[src/rtl/i2c_slave_regs.sv]
// i2c_slave_regs: oversampled I2C target serving a small 8-bit register bank.
module i2c_slave_regs #(
   parameter logic [6:0] SLAVE_ADDR  = 7'b1110000,
   parameter int         NUM_REGS    = 4,
   parameter int         SYNC_STAGES = 2
) (
   input  logic                        clk,
   input  logic                        reset,
   input  logic                        scl,
   input  logic                        sda_in,
   output logic                        sda_oe,
   output logic [8*NUM_REGS-1:0]       regs_out,
   output logic                        wr_strobe,
   output logic [$clog2(NUM_REGS)-1:0] wr_index,
   output logic                        busy
);
   localparam int PW = $clog2(NUM_REGS);
   typedef enum logic [3:0] {
      IDLE, ADDR, ADDR_ACK, PTR, PTR_ACK, WDATA, WDATA_ACK, RDATA, RDATA_ACK, IGNORE
   } state_t;
   state_t                  state_q, state_d;
   logic [SYNC_STAGES-1:0]  scl_sync_q, scl_sync_d, sda_sync_q, sda_sync_d;
   logic                    scl_prev_q, scl_prev_d, sda_prev_q, sda_prev_d;
   logic [3:0]              cnt_q, cnt_d;
   logic [7:0]              sh_q, sh_d;
   logic [PW-1:0]           ptr_q, ptr_d, ptr_inc;
   logic [8*NUM_REGS-1:0]   regs_q, regs_d;
   logic                    sda_oe_q, sda_oe_d, busy_q, busy_d, wr_strobe_q, wr_strobe_d;
   logic [PW-1:0]           wr_index_q, wr_index_d;
   logic                    s_scl, s_sda, scl_rise, scl_fall, start, stop;
   logic [7:0]              byte_in, cur_byte, nxt_byte;
   assign s_scl    = scl_sync_q[SYNC_STAGES-1];
   assign s_sda    = sda_sync_q[SYNC_STAGES-1];
   assign scl_rise = s_scl & ~scl_prev_q;
   assign scl_fall = ~s_scl & scl_prev_q;
   assign start    = s_scl & scl_prev_q & sda_prev_q & ~s_sda;
   assign stop     = s_scl & scl_prev_q & ~sda_prev_q & s_sda;
   assign byte_in  = {sh_q[6:0], s_sda};
   assign ptr_inc  = ptr_q + PW'(1);
   assign cur_byte = regs_q[{ptr_q, 3'b000} +: 8];
   assign nxt_byte = regs_q[{ptr_inc, 3'b000} +: 8];
   assign sda_oe    = sda_oe_q;
   assign regs_out  = regs_q;
   assign wr_strobe = wr_strobe_q;
   assign wr_index  = wr_index_q;
   assign busy      = busy_q;
   always_ff @(posedge clk or posedge reset) begin
      if (reset) begin
         state_q     <= IDLE;
         scl_sync_q  <= '1;
         sda_sync_q  <= '1;
         scl_prev_q  <= 1'b1;
         sda_prev_q  <= 1'b1;
         cnt_q       <= '0;
         sh_q        <= '0;
         ptr_q       <= '0;
         regs_q      <= '0;
         sda_oe_q    <= 1'b0;
         busy_q      <= 1'b0;
         wr_strobe_q <= 1'b0;
         wr_index_q  <= '0;
      end else begin
         state_q     <= state_d;
         scl_sync_q  <= scl_sync_d;
         sda_sync_q  <= sda_sync_d;
         scl_prev_q  <= scl_prev_d;
         sda_prev_q  <= sda_prev_d;
         cnt_q       <= cnt_d;
         sh_q        <= sh_d;
         ptr_q       <= ptr_d;
         regs_q      <= regs_d;
         sda_oe_q    <= sda_oe_d;
         busy_q      <= busy_d;
         wr_strobe_q <= wr_strobe_d;
         wr_index_q  <= wr_index_d;
      end
   end
   always_comb begin
      scl_sync_d  = {scl_sync_q[SYNC_STAGES-2:0], scl};
      sda_sync_d  = {sda_sync_q[SYNC_STAGES-2:0], sda_in};
      scl_prev_d  = s_scl;
      sda_prev_d  = s_sda;
      state_d     = state_q;
      cnt_d       = cnt_q;
      sh_d        = sh_q;
      ptr_d       = ptr_q;
      regs_d      = regs_q;
      sda_oe_d    = sda_oe_q;
      busy_d      = busy_q;
      wr_strobe_d = 1'b0;
      wr_index_d  = wr_index_q;
      if (start) begin
         state_d  = ADDR;
         cnt_d    = '0;
         busy_d   = 1'b1;
         sda_oe_d = 1'b0;
      end else if (stop) begin
         state_d  = IDLE;
         cnt_d    = '0;
         busy_d   = 1'b0;
         sda_oe_d = 1'b0;
      end else begin
         case (state_q)
            ADDR, PTR, WDATA: if (scl_rise) begin
               sh_d  = byte_in;
               cnt_d = cnt_q + 4'd1;
               if (cnt_q == 4'd7) begin
                  cnt_d = '0;
                  if (state_q == ADDR) state_d = (byte_in[7:1] == SLAVE_ADDR) ? ADDR_ACK : IGNORE;
                  else if (state_q == PTR) begin
                     ptr_d   = byte_in[PW-1:0];
                     state_d = PTR_ACK;
                  end else begin
                     regs_d[{ptr_q, 3'b000} +: 8] = byte_in;
                     wr_strobe_d = 1'b1;
                     wr_index_d  = ptr_q;
                     ptr_d       = ptr_inc;
                     state_d     = WDATA_ACK;
                  end
               end
            end
            // first fall pulls SDA for the ACK, second fall ends the slot
            ADDR_ACK, PTR_ACK, WDATA_ACK: if (scl_fall) begin
               sda_oe_d = ~sda_oe_q;
               if (sda_oe_q) begin
                  state_d = (state_q != ADDR_ACK) ? WDATA : (sh_q[0] ? RDATA : PTR);
                  if (state_q == ADDR_ACK && sh_q[0]) begin
                     sh_d     = cur_byte;
                     sda_oe_d = ~cur_byte[7];
                  end
               end
            end
            // cnt 0 on a fall means the byte was loaded at the master-ACK rise
            RDATA: if (scl_rise) cnt_d = cnt_q + 4'd1;
            else if (scl_fall) begin
               if (cnt_q == 4'd8) begin
                  sda_oe_d = 1'b0;
                  state_d  = RDATA_ACK;
               end else if (cnt_q == 4'd0) sda_oe_d = ~sh_q[7];
               else begin
                  sh_d     = {sh_q[6:0], 1'b0};
                  sda_oe_d = ~sh_q[6];
               end
            end
            RDATA_ACK: if (scl_rise) begin
               if (s_sda) state_d = IGNORE;
               else begin
                  ptr_d   = ptr_inc;
                  sh_d    = nxt_byte;
                  cnt_d   = '0;
                  state_d = RDATA;
               end
            end
            default: ;
         endcase
      end
   end
endmodule

[config.mk]
export PLATFORM = sky130hd
export DESIGN_NAME = i2c_slave_regs
export DESIGN_NICKNAME = d
export VERILOG_FILES = /design/src/rtl/i2c_slave_regs.sv
export SDC_FILE = /design/constraint.sdc
export NUM_CORES = 1
export LEC_CHECK = 0
export ABC_AREA = 1
export CAP_MARGIN = 20
export CORE_ASPECT_RATIO = 1.5
export CORE_MARGIN = 3
export CORE_UTILIZATION = 43
export CTS_BUF_LIST = sky130_fd_sc_hd__clkbuf_2
export CTS_CLUSTER_DIAMETER = 150
export CTS_CLUSTER_SIZE = 16
export DETAILED_ROUTE_END_ITERATION = 7
export PLACE_DENSITY_LB_ADDON = 0.1
export SLEW_MARGIN = 20
export SYNTH_ARGS = -nofsm -noshare
export SYNTH_HDL_FRONTEND = slang
export SYNTH_SLANG_ARGS = --single-unit
[constraint.sdc]
create_clock -name clk -period 4.3 [get_ports clk]
set_input_delay 1.075 -clock clk [delete_from_list [all_inputs] [get_ports clk]]
set_output_delay 1.075 -clock clk [all_outputs]
set_load 0.01 [all_outputs]
# After elaboration in Yosys (flattened, before gate mapping)
# Index checks and enable logic that the tools add are counted.
word_totals:
  ff_bits: 61
  output_inout_bits: 37
  word_cells: 152
op_classes:
  addsub: 3
  eq_ne: 34
  shift: 4
  n_mux: 63
  bitwise: 19
  reduce_logical: 16
op_table:
  columns: ["cell", "count"]
  rows:
  - ["$mux W4", 20]
  - ["$mux W8", 10]
  - ["$shiftx A32 B6 Y8", 2]
  - ["$ne A4 B4 Y1 const B", 10]
  - ["$bwmux W32", 1]
  - ["$pmux W8 S4", 1]
  - ["$shift A8 B7 Y32 const A", 1]
  - ["$shiftx A8 B7 Y32", 1]
  - ["$ne A2 B2 Y1 const B", 12]
  - ["$eq A4 B3 Y1 const B", 5]
  - ["$mux W1", 18]
  - ["$pmux W4 S4", 1]
  - ["$mux W2", 7]
  - ["$reduce_and A13 Y1", 1]
  - ["$not A1 Y1", 12]
  - ["$pmux W4 S3", 1]
  - ["$reduce_and A9 Y1", 1]
  - ["$eq A4 B2 Y1 const B", 2]
  - ["$eq A4 B4 Y1 const B", 2]
  - ["$reduce_and A8 Y1", 1]
  - ["$reduce_bool A4 Y1", 2]
  - ["$and A1 B1 Y1", 7]
  - ["$eq A7 B7 Y1 const B", 1]
  - ["$neg A5 Y7", 1]
  - ["16 further kinds", 19]

# Longest topological paths before layout
# Gate-level depths: netlist of the first run.
logic_depth:
  ltp_word: 8
  mapped_depth: 13
  depth_no_buf: 11

# Worst setup path before layout of the first run
# OpenSTA, ideal clock, no wires.
synth_timing:
  kind: "reg2reg"
  start: "reg ptr_q[0]"
  end: "reg regs_q[0], in the netlist regs_out[0]"
  t_arrival_ns: 2.212
  path_slack_ns: 2.012
  stages_incl_launch_ff: 9
  n_path_buf: 3
  synth_period_minus_slack_ns: 2.288
  cell_sequence: "dfrtp_1 > buf_2 > clkinv_1 > clkbuf_1 > ha_1 > buf_2 > nor3b_1 > nand2_1 > o21ai_1"
synth_between:
  elab_chain_cells: 3
  word_cells_on_any_way: 4
  cone_classes: "1 x add/sub; 2 x shift; 1 x mux"
synth_rtl:
  columns: ["item", "line", "text"]
  rows:
  - ["start: declaration", "26", "logic [PW-1:0] ptr_q, ptr_d, ptr_inc;"]
  - ["start signal: assignment", "70", "ptr_q <= ptr_d;"]
  - ["$neg A5 Y7 (*)", "114", "regs_d[{ptr_q, 3'b000} +: 8] = byte_in;"]
  - ["$shiftx A8 B7 Y32 / $shift A8 B7 Y32 (equally long branches)", "114", null]
  - ["$bwmux W32 (*)", "114", null]
  - ["end signal: assignment", "71", "regs_q <= regs_d;"]
  - ["end: declaration", "27", "logic [8*NUM_REGS-1:0] regs_q, regs_d;"]
# Every way passes the cells marked *; elsewhere a longest branch is shown, timed or not.
# A chain may end at the register's enable or synchronous reset.

# Worst setup path in the final report of the first run
layout_timing:
  start: "reg regs_q[17], in the netlist regs_out[17]"
  end: "out regs_out[17]"
layout_lines:
  columns: ["item", "line", "text"]
  rows:
  - ["end: declaration", "12", "output logic [8*NUM_REGS-1:0] regs_out,"]
# No word-level cell between the ends.

==> results of run 1 <==
==> metal layers <==
layer	track usage	share of wire	vias to the layer above
met5	0	0	-
met4	0.174	0.066	0
met3	0.0460	0.057	51
met2	0.400	0.49	153
met1	0.252	0.38	1752
li1	-	-	1916
==> final timing paths <==
| check | from | end | slack, ns |
|---|---|---|---|
| max in group asynchronous | reset | sh_q[5] | 2.60 |
| hold / removal | sda_sync_q[0] | sda_sync_q[1] | 0.37 |
| setup / recovery | regs_out[17] | regs_out[17] | 1.60 |
| min in group asynchronous | reset | cnt_q[3] | 0.80 |
| hold reg to reg | sda_sync_q[0] | sda_sync_q[1] | 0.37 |
| setup reg to reg | ptr_q[1] | sh_q[4] | 1.81 |
==> layout by cell type (no fill, tap or decap), types with 3 or more instances in the layout <==
cell                              count
sky130_fd_sc_hd__nand3_1             68
sky130_fd_sc_hd__nand2_1            206
sky130_fd_sc_hd__nand4_1             11
sky130_fd_sc_hd__ha_1                 7
sky130_fd_sc_hd__nor2_4               4
sky130_fd_sc_hd__nor2_2               5
sky130_fd_sc_hd__buf_4                4
sky130_fd_sc_hd__clkbuf_2            10
sky130_fd_sc_hd__dfrtp_1             55
sky130_fd_sc_hd__inv_2                7
sky130_fd_sc_hd__nor2_1              48
sky130_fd_sc_hd__inv_1               53
sky130_fd_sc_hd__dfstp_2              6
sky130_fd_sc_hd__a21oi_1              6
sky130_fd_sc_hd__clkinv_1             3
sky130_fd_sc_hd__o21ai_1             19
sky130_fd_sc_hd__clkinvlp_4           3
sky130_fd_sc_hd__o21ai_0             48
sky130_fd_sc_hd__clkdlybuf4s50_1     40
sky130_fd_sc_hd__nand2_2              4
==> sequential cells by signal, indices dropped and copies added, names as in the netlist <==
name and flops:
busy 1, cnt_q 4, ptr_q 2, regs_out 32, scl_prev_q 1, scl_sync_q 2, sda_oe 1, sda_prev_q 1
sda_sync_q 2, sh_q 8, state_q 4, wr_index 2, wr_strobe 1
==> final cells by class <==
class                           count  area, um^2  share of cell area
Clock buffer                       10        50.0              0.0112
Tap cell                          107         134              0.0299
Clock inverter                      6        87.6              0.0196
Sequential cell                    61        1530               0.343
Multi-Input combinational cell    435        2000               0.447
Inverter                           63         236              0.0529
Timing Repair Buffer               44         430              0.0963
==> cell families (layout without fill, tap and decap cells) <==
| group | after synthesis | after routing | synth area share |
|---|---|---|---|
| compound gates | 75 | 75 | 0.0991 |
| xor+xnor | 1 | 1 | 0.00227 |
| fa+ha+maj | 7 | 7 | 0.0227 |
| buf+inv | 79 | 123 | 0.0831 |
| flops | 61 | 61 | 0.398 |
| simple gates | 352 | 352 | 0.395 |
==> power by group through the flow <==
stage | sequential (mW) | combinational (mW) | clock [mW]
final | 0.797 | 1.31 | 0.427
after global routing | 0.808 | 1.49 | 0.463
after CTS | 0.791 | 1.31 | 0.441
after detailed placement | 0.801 | 1.30 | 0
after global placement | 0.800 | 1.29 | 0
after floorplan | 0.760 | 1.01 | 0
==> per-stage QoR <==
step,utilization,std cells
after global routing,0.522,726
after detailed placement,0.506,710
final,0.522,726
after floorplan,-,575
after CTS,0.522,726
after global placement,0.506,710
==> summary.txt, run 1 <==
Run status
  – Result of the run: finished, final reports clean

Pwr
  – Internal Pwr Total: 1.25 mW
  – Pwr per Cell Area: approximately 570 nW/um^2
  – Switching share of power: 0.508
  – Total power draw: 2.54 mW
  – Peak VDD IR: roughly 0.33 mV
  – Relative contribution of combinational cells to total power: 0.518
  – Part of the total power dissipated in the clock network: 0.168
  – Switching power of the nets: 1.29 mW
  – Sequential cell fraction of total power: 0.314
  – Static leakage: roughly 2.2 nW

Logic synthesis
  – Syn_area_per_cell: between 6 and 7 um^2
  – Top cells by instance count after synthesis: 206 x sky130_fd_sc_hd__nand2_1, 68 x sky130_fd_sc_hd__nand3_1, 55 x sky130_fd_sc_hd__dfrtp_1
  – Sequential fraction of the synthesis area: 0.398
  – Number of unique standard cell types used by synthesis: 27
  – Cell accounting for the most synthesized area: sky130_fd_sc_hd__dfrtp_1
  – Number of nets in the synthesized netlist: just under 600
  – Portion of synthesized cell area occupied by the leading cell type: 0.357
  – Count of state elements after synthesis: roughly 60
  – Most frequently used cell type in the post-synthesis netlist: sky130_fd_sc_hd__nand2_1
  – Number of enable-type register cells in the synthesized netlist: 0
  – Synth async-reset ratio: 1.00
  – Mapped cell area: 3850 um^2
  – Number of standard cells after synthesis: around 580
  – Synth warn: 0
  – Ranking of synthesized cells by area: sky130_fd_sc_hd__dfrtp_1 36%, sky130_fd_sc_hd__nand2_1 20%, sky130_fd_sc_hd__nand3_1 8.8%
  – Dominant synthesized flop cell: sky130_fd_sc_hd__dfrtp_1

Detailed routing
  – Total via count after detailed routing: roughly 3,900
  – Total length of routed wires: between 10,000 and 15,000 um
  – Average wire per cell in the routed design: between 15 and 20 um
  – DRC viols: 0
  – Number of routed nets with antenna violations: 0
  – DRT Pass-1 Iters: 5
  – Detailed router's first-iteration violation count: 337
  – Via/cell ratio: 5.33

Global routing
  – GRT Residual Overflow: 0
  – Via count of the first global-routing pass: 3,708
  – All-Layer GR Usage: 0.233
  – Largest net degree at the start of global routing: 45
  – First-pass GRT wire length: about 18,000 um
  – Antenna violations before repair: 0

Clock tree
  – H-tree level count: 3
  – TritonCTS Buffers: 9
  – Clock transition at the registers of the reported paths: ~0.20 ns
  – # hold bufs at CTS: 0
  – Number of buffers on the longest clock path: 2
  – Root buffer cell: sky130_fd_sc_hd__clkbuf_2
  – Post-CTS setup repair buffer count: 0
  – Sinks on Clock Net: 61
  – Resized Gates After CTS: 0
  – TritonCTS clock tree: built
  – Clock latency of the later-clocked register in the worst-skew pair: approximately 0.54 ns

Place
  – Total of buffers placed on input and output ports: 40
  – Final weighted congestion in routability-driven placement: 0.966
  – Pre-CTS setup slack: ~1.8 ns
  – DP Area: 4330 um^2
  – Post-detail-place hpwl: ~8600 um

Min path
  – Worst hold path class: register to register
  – Hold-critical path depth: 0

Critical path
  – Worst-path cell chain: clkdlybuf4s50_1
  – Slowest CP cell: sky130_fd_sc_hd__clkdlybuf4s50_1
  – Largest stage delay, worst path: 0.58 ns
  – CP Class: register to output port
  – Number of gates on the worst path with buffers counted: 1
  – Startpoint class of the critical path: register
  – Family of cells with the greatest summed delay on the critical path: buffers and inverters
  – Buffers & Inverters on Critical Path: 1
  – Required time reported for the critical path endpoint: approximately 3.2 ns
  – Category of the worst setup path capture point: output port
  – Worst Reg-to-Reg Cells: 11
  – Crit path arrival time: ~1.6 ns
  – Crit Path Max Fanout: 4

Layout
  – Area delta synth->final: 16.0%
  – Fill cell count: approximately 860
  – Number of diodes added for antenna fixing: 0
  – Fraction of layout cells with a size suffix above 1: 0.0792
  – Final standard cell area without fillers: roughly 4500 um^2
  – Fin nets: 625

STA
  – Hold WS: 0.369 ns
  – RSZ-0062 raised after global routing: false
  – Worst setup skew after layout: 0.0212 ns
  – Number of max-slew violations in the final report: 0
  – Hold violation total from the final report: 0
  – Slew @ Worst Pin: 0.592 ns
  – Endpoints failing setup: 0
  – Clock period minus worst slack: 2.70 ns
  – TNS Setup: 0 ns
  – Final worst-path cycle share: 0.629
  – Slew headroom: 0.604
  – Maximum frequency from static timing analysis: approximately 0.37 GHz
  – Post-route setup slack: roughly 1.6 ns

Floorplan
  – Core Region: roughly 8600 um^2
  – Site Rows: 41
  – Starting density of the core: 0.450
  – Overall die height: 122 um
  – Width of the die: roughly 83 um
  – Number of primary I/O pins: slightly above 40
  – Area of the die: between 10,000 and 15,000 um^2

Run
  – Max-cap violations: 0
(Power assumes the default switching activity.)
==> run 2: changes to the inputs <==
- clock period: 4.3 -> 2.29 ns (I/O delays scaled with it)
==> run 2 against run 1 <==
  * Global-route usage is 1.6 points higher
  * Power up 95%
  * Sequential cell count unchanged
  * Non-clock buffer count grew 9
  * Worst hold slack worse by 0.091 ns
  * Clock power rose by 86%
  * Worst setup slack lost 1.5 ns
  * Die area is the same
  * Combinational power grew 100%
  * Register-to-register slack lost 1.5 ns
  * Via count fell by 0.28%
  * Core utilization rose by 0.89 points
==> summary.txt, run 2 (synthesis results as in run 1) <==
Detailed routing
  – Detailed router's first-iteration violation count: ~310
  – DRC viols: 0
  – Routed metal-1 wirelength: ~4700 um
  – Highest metal layer used by the detailed router: met4
  – Length of routed met3 wiring: roughly 530 um
  – Number of routed nets with antenna violations: 0
  – DRT Pass-1 Iters: 5
  – Total via count after detailed routing: ~3,900
  – Total length of routed wires: approximately 12,000 um
  – Met2 Wirelength: roughly 6400 um
  – Via/cell ratio: 5.25
  – Average wire per cell in the routed design: about 16 um

Global routing
  – All-Layer GR Usage: 0.249
  – Largest net degree at the start of global routing: ~50
  – Via count of the first global-routing pass: about 3,700
  – Antenna violations before repair: 1
  – First-pass GRT wire length: 19,400 um
  – GRT Residual Overflow: 0

Critical path
  – Crit Path Max Fanout: 4
  – CP Class: register to output port
  – Slowest CP cell: sky130_fd_sc_hd__clkdlybuf4s50_1
  – Largest stage delay, worst path: 0.58 ns
  – Family of cells with the greatest summed delay on the critical path: buffers and inverters
  – Required time reported for the critical path endpoint: roughly 1.7 ns
  – Category of the worst setup path capture point: output port
  – Worst-path cell chain: clkdlybuf4s50_1
  – Crit path arrival time: approximately 1.6 ns
  – Startpoint class of the critical path: register
  – Buffers & Inverters on Critical Path: 1

Layout
  – Fin nets: 634
  – Fraction of layout cells with a size suffix above 1: 0.0908
  – Max FFs per register: 32
  – Final standard cell area without fillers: approximately 4500 um^2
  – Area delta synth->final: 18.0%
  – Most common cell after layout, fill and taps aside: sky130_fd_sc_hd__nand2_1
  – Highest-count cells in the layout ignoring fill and taps: 206 x sky130_fd_sc_hd__nand2_1, 68 x sky130_fd_sc_hd__nand3_1, 55 x sky130_fd_sc_hd__dfrtp_1
  – Fill cell count: ~850

Place
  – Total of buffers placed on input and output ports: 40
  – Pre-CTS setup slack: around 0.34 ns
  – Final weighted congestion in routability-driven placement: around 0.94
  – DP Area: between 4000 and 5000 um^2
  – Post-detail-place hpwl: roughly 9000 um

Clock tree
  – H-tree level count: 3
  – Resized Gates After CTS: 0
  – Sinks on Clock Net: 61
  – Post-CTS setup repair buffer count: 0
  – TritonCTS clock tree: built
  – Root buffer cell: sky130_fd_sc_hd__clkbuf_2
  – Number of buffers on the longest clock path: 2
  – TritonCTS Buffers: 9
  – Clock transition at the registers of the reported paths: around 0.17 ns
  – # hold bufs at CTS: 0
  – Clock latency of the later-clocked register in the worst-skew pair: 0.57 ns

STA
  – RSZ-0062 raised after global routing: false
  – Maximum frequency from static timing analysis: roughly 0.46 GHz
  – Slew headroom: 0.585
  – Clock period minus worst slack: 2.17 ns
  – TNS Setup: 0 ns
  – Worst setup skew after layout: 0.0386 ns
  – Slew @ Worst Pin: 0.621 ns
  – Number of max-slew violations in the final report: 0
  – Hold violation total from the final report: 0
  – Final worst-path cycle share: 0.949
  – Post-route setup slack: 0.117 ns
  – Endpoints failing setup: 0

Floorplan
  – Overall die height: 122 um
  – Area of the die: slightly above 10,000 um^2
  – Starting density of the core: 0.450
  – Number of primary I/O pins: between 40 and 50
  – Width of the die: 83.3 um
  – Core Region: 8570 um^2
  – Site Rows: about 40

Pwr
  – Static leakage: approximately 2.2 nW
  – Total power draw: about 4.9 mW
  – Pwr per Cell Area: between 1000 and 1500 nW/um^2
  – Peak VDD IR: ~0.7 mV

Run status
  – Result of the run: finished, final reports clean

Min path
  – Worst hold path class: primary input to asynchronous set/reset pin

Run
  – Max-cap violations: 0
## run 2: changes by cell type in the layout (fill, tap and decap cells not counted)
cell and delta:
sky130_fd_sc_hd__buf_12 +1, sky130_fd_sc_hd__diode_2 +1, sky130_fd_sc_hd__buf_4 +8, sky130_fd_sc_hd__clkinvlp_4 -2, sky130_fd_sc_hd__clkinv_1 +1, sky130_fd_sc_hd__clkbuf_2 +1
## run 2: report_power, final
| part | internal, mW | switching (mW) |
|---|---|---|
| clock | 0.365 | 0.430 |
| sequential | 1.24 | 0.234 |
| combinational | 0.829 | 1.84 |
## run 2: path summary, 6_finish.rpt
check,startpoint,end,slack (ns),cells after the start
min,reset,busy,0.28,2
min in group clk,sda_sync_q[0],sda_sync_q[1],0.37,0
max,regs_out[6],regs_out[6],0.12,1
min reg2reg,sda_sync_q[0],sda_sync_q[1],0.37,0
max reg2reg,ptr_q[0],sh_q[3],0.32,9
max in group asynchronous,reset,cnt_q[0],1.44,3
## run 2: routing by layer
metal / vias up / global-route usage
li1: 1941 / -
met1: 1770 / 0.278
met2: 125 / 0.453
met3: 25 / 0.0453
met4: 0 / 0.122
met5: - / 0
## run 2: layout make-up
class / instances / area [um^2] / share of cell area
Timing Repair Buffer: 53 / 510 / 0.112
Tap cell: 107 / 134 / 0.0294
Clock buffer: 11 / 55.1 / 0.0121
Antenna cell: 1 / 2.50 / 0.000550
Clock inverter: 5 / 76.3 / 0.0168
Inverter: 63 / 236 / 0.0520
Sequential cell: 61 / 1530 / 0.337
Multi-Input combinational cell: 435 / 2000 / 0.439
## run 2: metrics by stage
stage	util	instances	hold slack, ns
final	0.531	736	0.278
after global routing	0.531	736	0.255
after CTS	0.530	735	0.262
after detailed placement	0.515	719	0.349
after global placement	0.515	719	0.347
after floorplan	-	575	0.345
==> edit, RTL diff (settings of run 2) <==
Re-encode `state_t` (10 states) as one-hot, 10 bits wide.
--- a/src/rtl/i2c_slave_regs.sv
+++ b/src/rtl/i2c_slave_regs.sv
@@ -15,8 +15,8 @@
    output logic                        busy
 );
    localparam int PW = $clog2(NUM_REGS);
-   typedef enum logic [3:0] {
-      IDLE, ADDR, ADDR_ACK, PTR, PTR_ACK, WDATA, WDATA_ACK, RDATA, RDATA_ACK, IGNORE
+   typedef enum logic [9:0] {
+      IDLE = 10'b0000000001, ADDR = 10'b0000000010, ADDR_ACK = 10'b0000000100, PTR = 10'b0000001000, PTR_ACK = 10'b0000010000, WDATA = 10'b0000100000, WDATA_ACK = 10'b0001000000, RDATA = 10'b0010000000, RDATA_ACK = 10'b0100000000, IGNORE = 10'b1000000000
    } state_t;
    state_t                  state_q, state_d;
    logic [SYNC_STAGES-1:0]  scl_sync_q, scl_sync_d, sda_sync_q, sda_sync_d;
Function: same outputs for any inputs over 4 cycles, from zero or initial values and one cycle with reset high; so few cycles prove little.
==> edit against run 2 <==
Non-clock buffer count increased by 1. Wire length increased by 5.9%. Synthesized cell count increased by 6.3%. Setup slack improved by 0.045 ns. Via count increased by 10%. Power decreased by 0.71%. Final area increased by 11%. Synthesized area increased by 15%. Clock skew decreased by 0.0080 ns. Sequential power increased by 7%. Sequential cell count increased by 6. Final cell count increased by 4.9%. Highest routed layer unchanged.
==> edit: results (changes against run 2) <==
[global_route]
grt_max_degree=68  ; +39%
antenna_found_initial=0  ; -1
grt_pass1_vias=3934  ; +7.0%

[placement]
place_area_um2=4960  ; +12%
gp_congestion=1.01  ; +7.3%
dp.final_hpwl_um=9820  ; +7.0%
dp_cells=756  ; +5.1%
preCtsSetupSlack_ns=0.224  ; -0.116 ns

[final_layout]
fillerInstances=1008  ; +19%
n_antenna_cell=0  ; -1
fin_nets=663  ; +4.6%

[drt]
drt_pass1_iterations=7  ; +2
routed_wl_um=12700  ; +5.9%
drtIter0Drc=277  ; -9.2%
vias=4255  ; +10%

[logic_synthesis]
synth_area_leaders=dfrtp_1 34%, nand2_1 14%, nand3_1 6.6%
synth_nets=622  ; +6.1%
synth_cell_types=35  ; +30%
synth_area_per_cell_um2=7.25  ; +8.2%
synth_common_cells=166 x nand2_1, 60 x dfrtp_1, 58 x inv_1, 58 x nand3_1, 55 x nor2_1

[hold_path]
hp-class=reg2reg

[cts]
clk_latency_ns=0.51  ; -0.06 ns
clk_pin_slew_ns=0.20  ; +0.03 ns

[run_status]
outcome=finished, final reports clean

[power_and_ir_drop]
p_leak_nw=2.34  ; +5.1%
ir_drop_v=0.000471  ; -33%

[worst_setup_path]
reg2regPathDepth=10  ; +1

[timing]
maxSlewHeadroom_pct=57.3  ; -1.2 points

-- edit: worst paths after layout --
kind                                           from                      end  slack (ns)
min in group asynchronous                     reset  wr_index[1]$_DFFE_PP0P_        0.41
setup reg to reg            sda_sync_q[1]$_DFF_PP1_     cnt_q[3]$_DFFE_PP0P_        0.19
setup / recovery           regs_out[18]$_DFFE_PP0P_             regs_out[18]        0.16
hold reg to reg             sda_sync_q[0]$_DFF_PP1_  sda_sync_q[1]$_DFF_PP1_        0.37
max in group asynchronous                     reset   state_q[0]$_DFFE_PP1P_        1.52
hold / removal              sda_sync_q[0]$_DFF_PP1_  sda_sync_q[1]$_DFF_PP1_        0.37
-- edit: layout make-up --
class,instances,share of cell area (%)
Clock buffer,12,1.19
Clock inverter,4,0.372
Inverter,64,4.91
Multi-Input combinational cell,456,47.0
Sequential cell,67,33.4
Tap cell,115,2.85
Timing Repair Buffer,54,10.3
-- edit: kinds of logic after synthesis --
family                   after synthesis  share of synthesized area [%]
adder cells (fa/ha/maj)                7                           1.98
buffers and inverters                 88                           8.64
AND/OR/NAND/NOR                      335                           35.4
flip-flops                            67                           38.0
AO/OA/AOI/OAI                        112                           15.6
XOR/XNOR                               2                          0.395
-- edit: routing by layer --
layer / GRT usage (%) / share of wire (%)
met3: 3.41 / 3.9
met5: 0 / 0
met4: 11.0 / 4.1
met2: 41.3 / 52
met1: 27.2 / 40
-- edit: report_power, final --
part           leakage [nW]  internal (mW)  switching (mW)  total [mW]
combinational          1.39          0.853            1.90        2.76
sequential            0.892           1.35           0.235        1.58
clock                0.0547          0.146           0.424       0.570
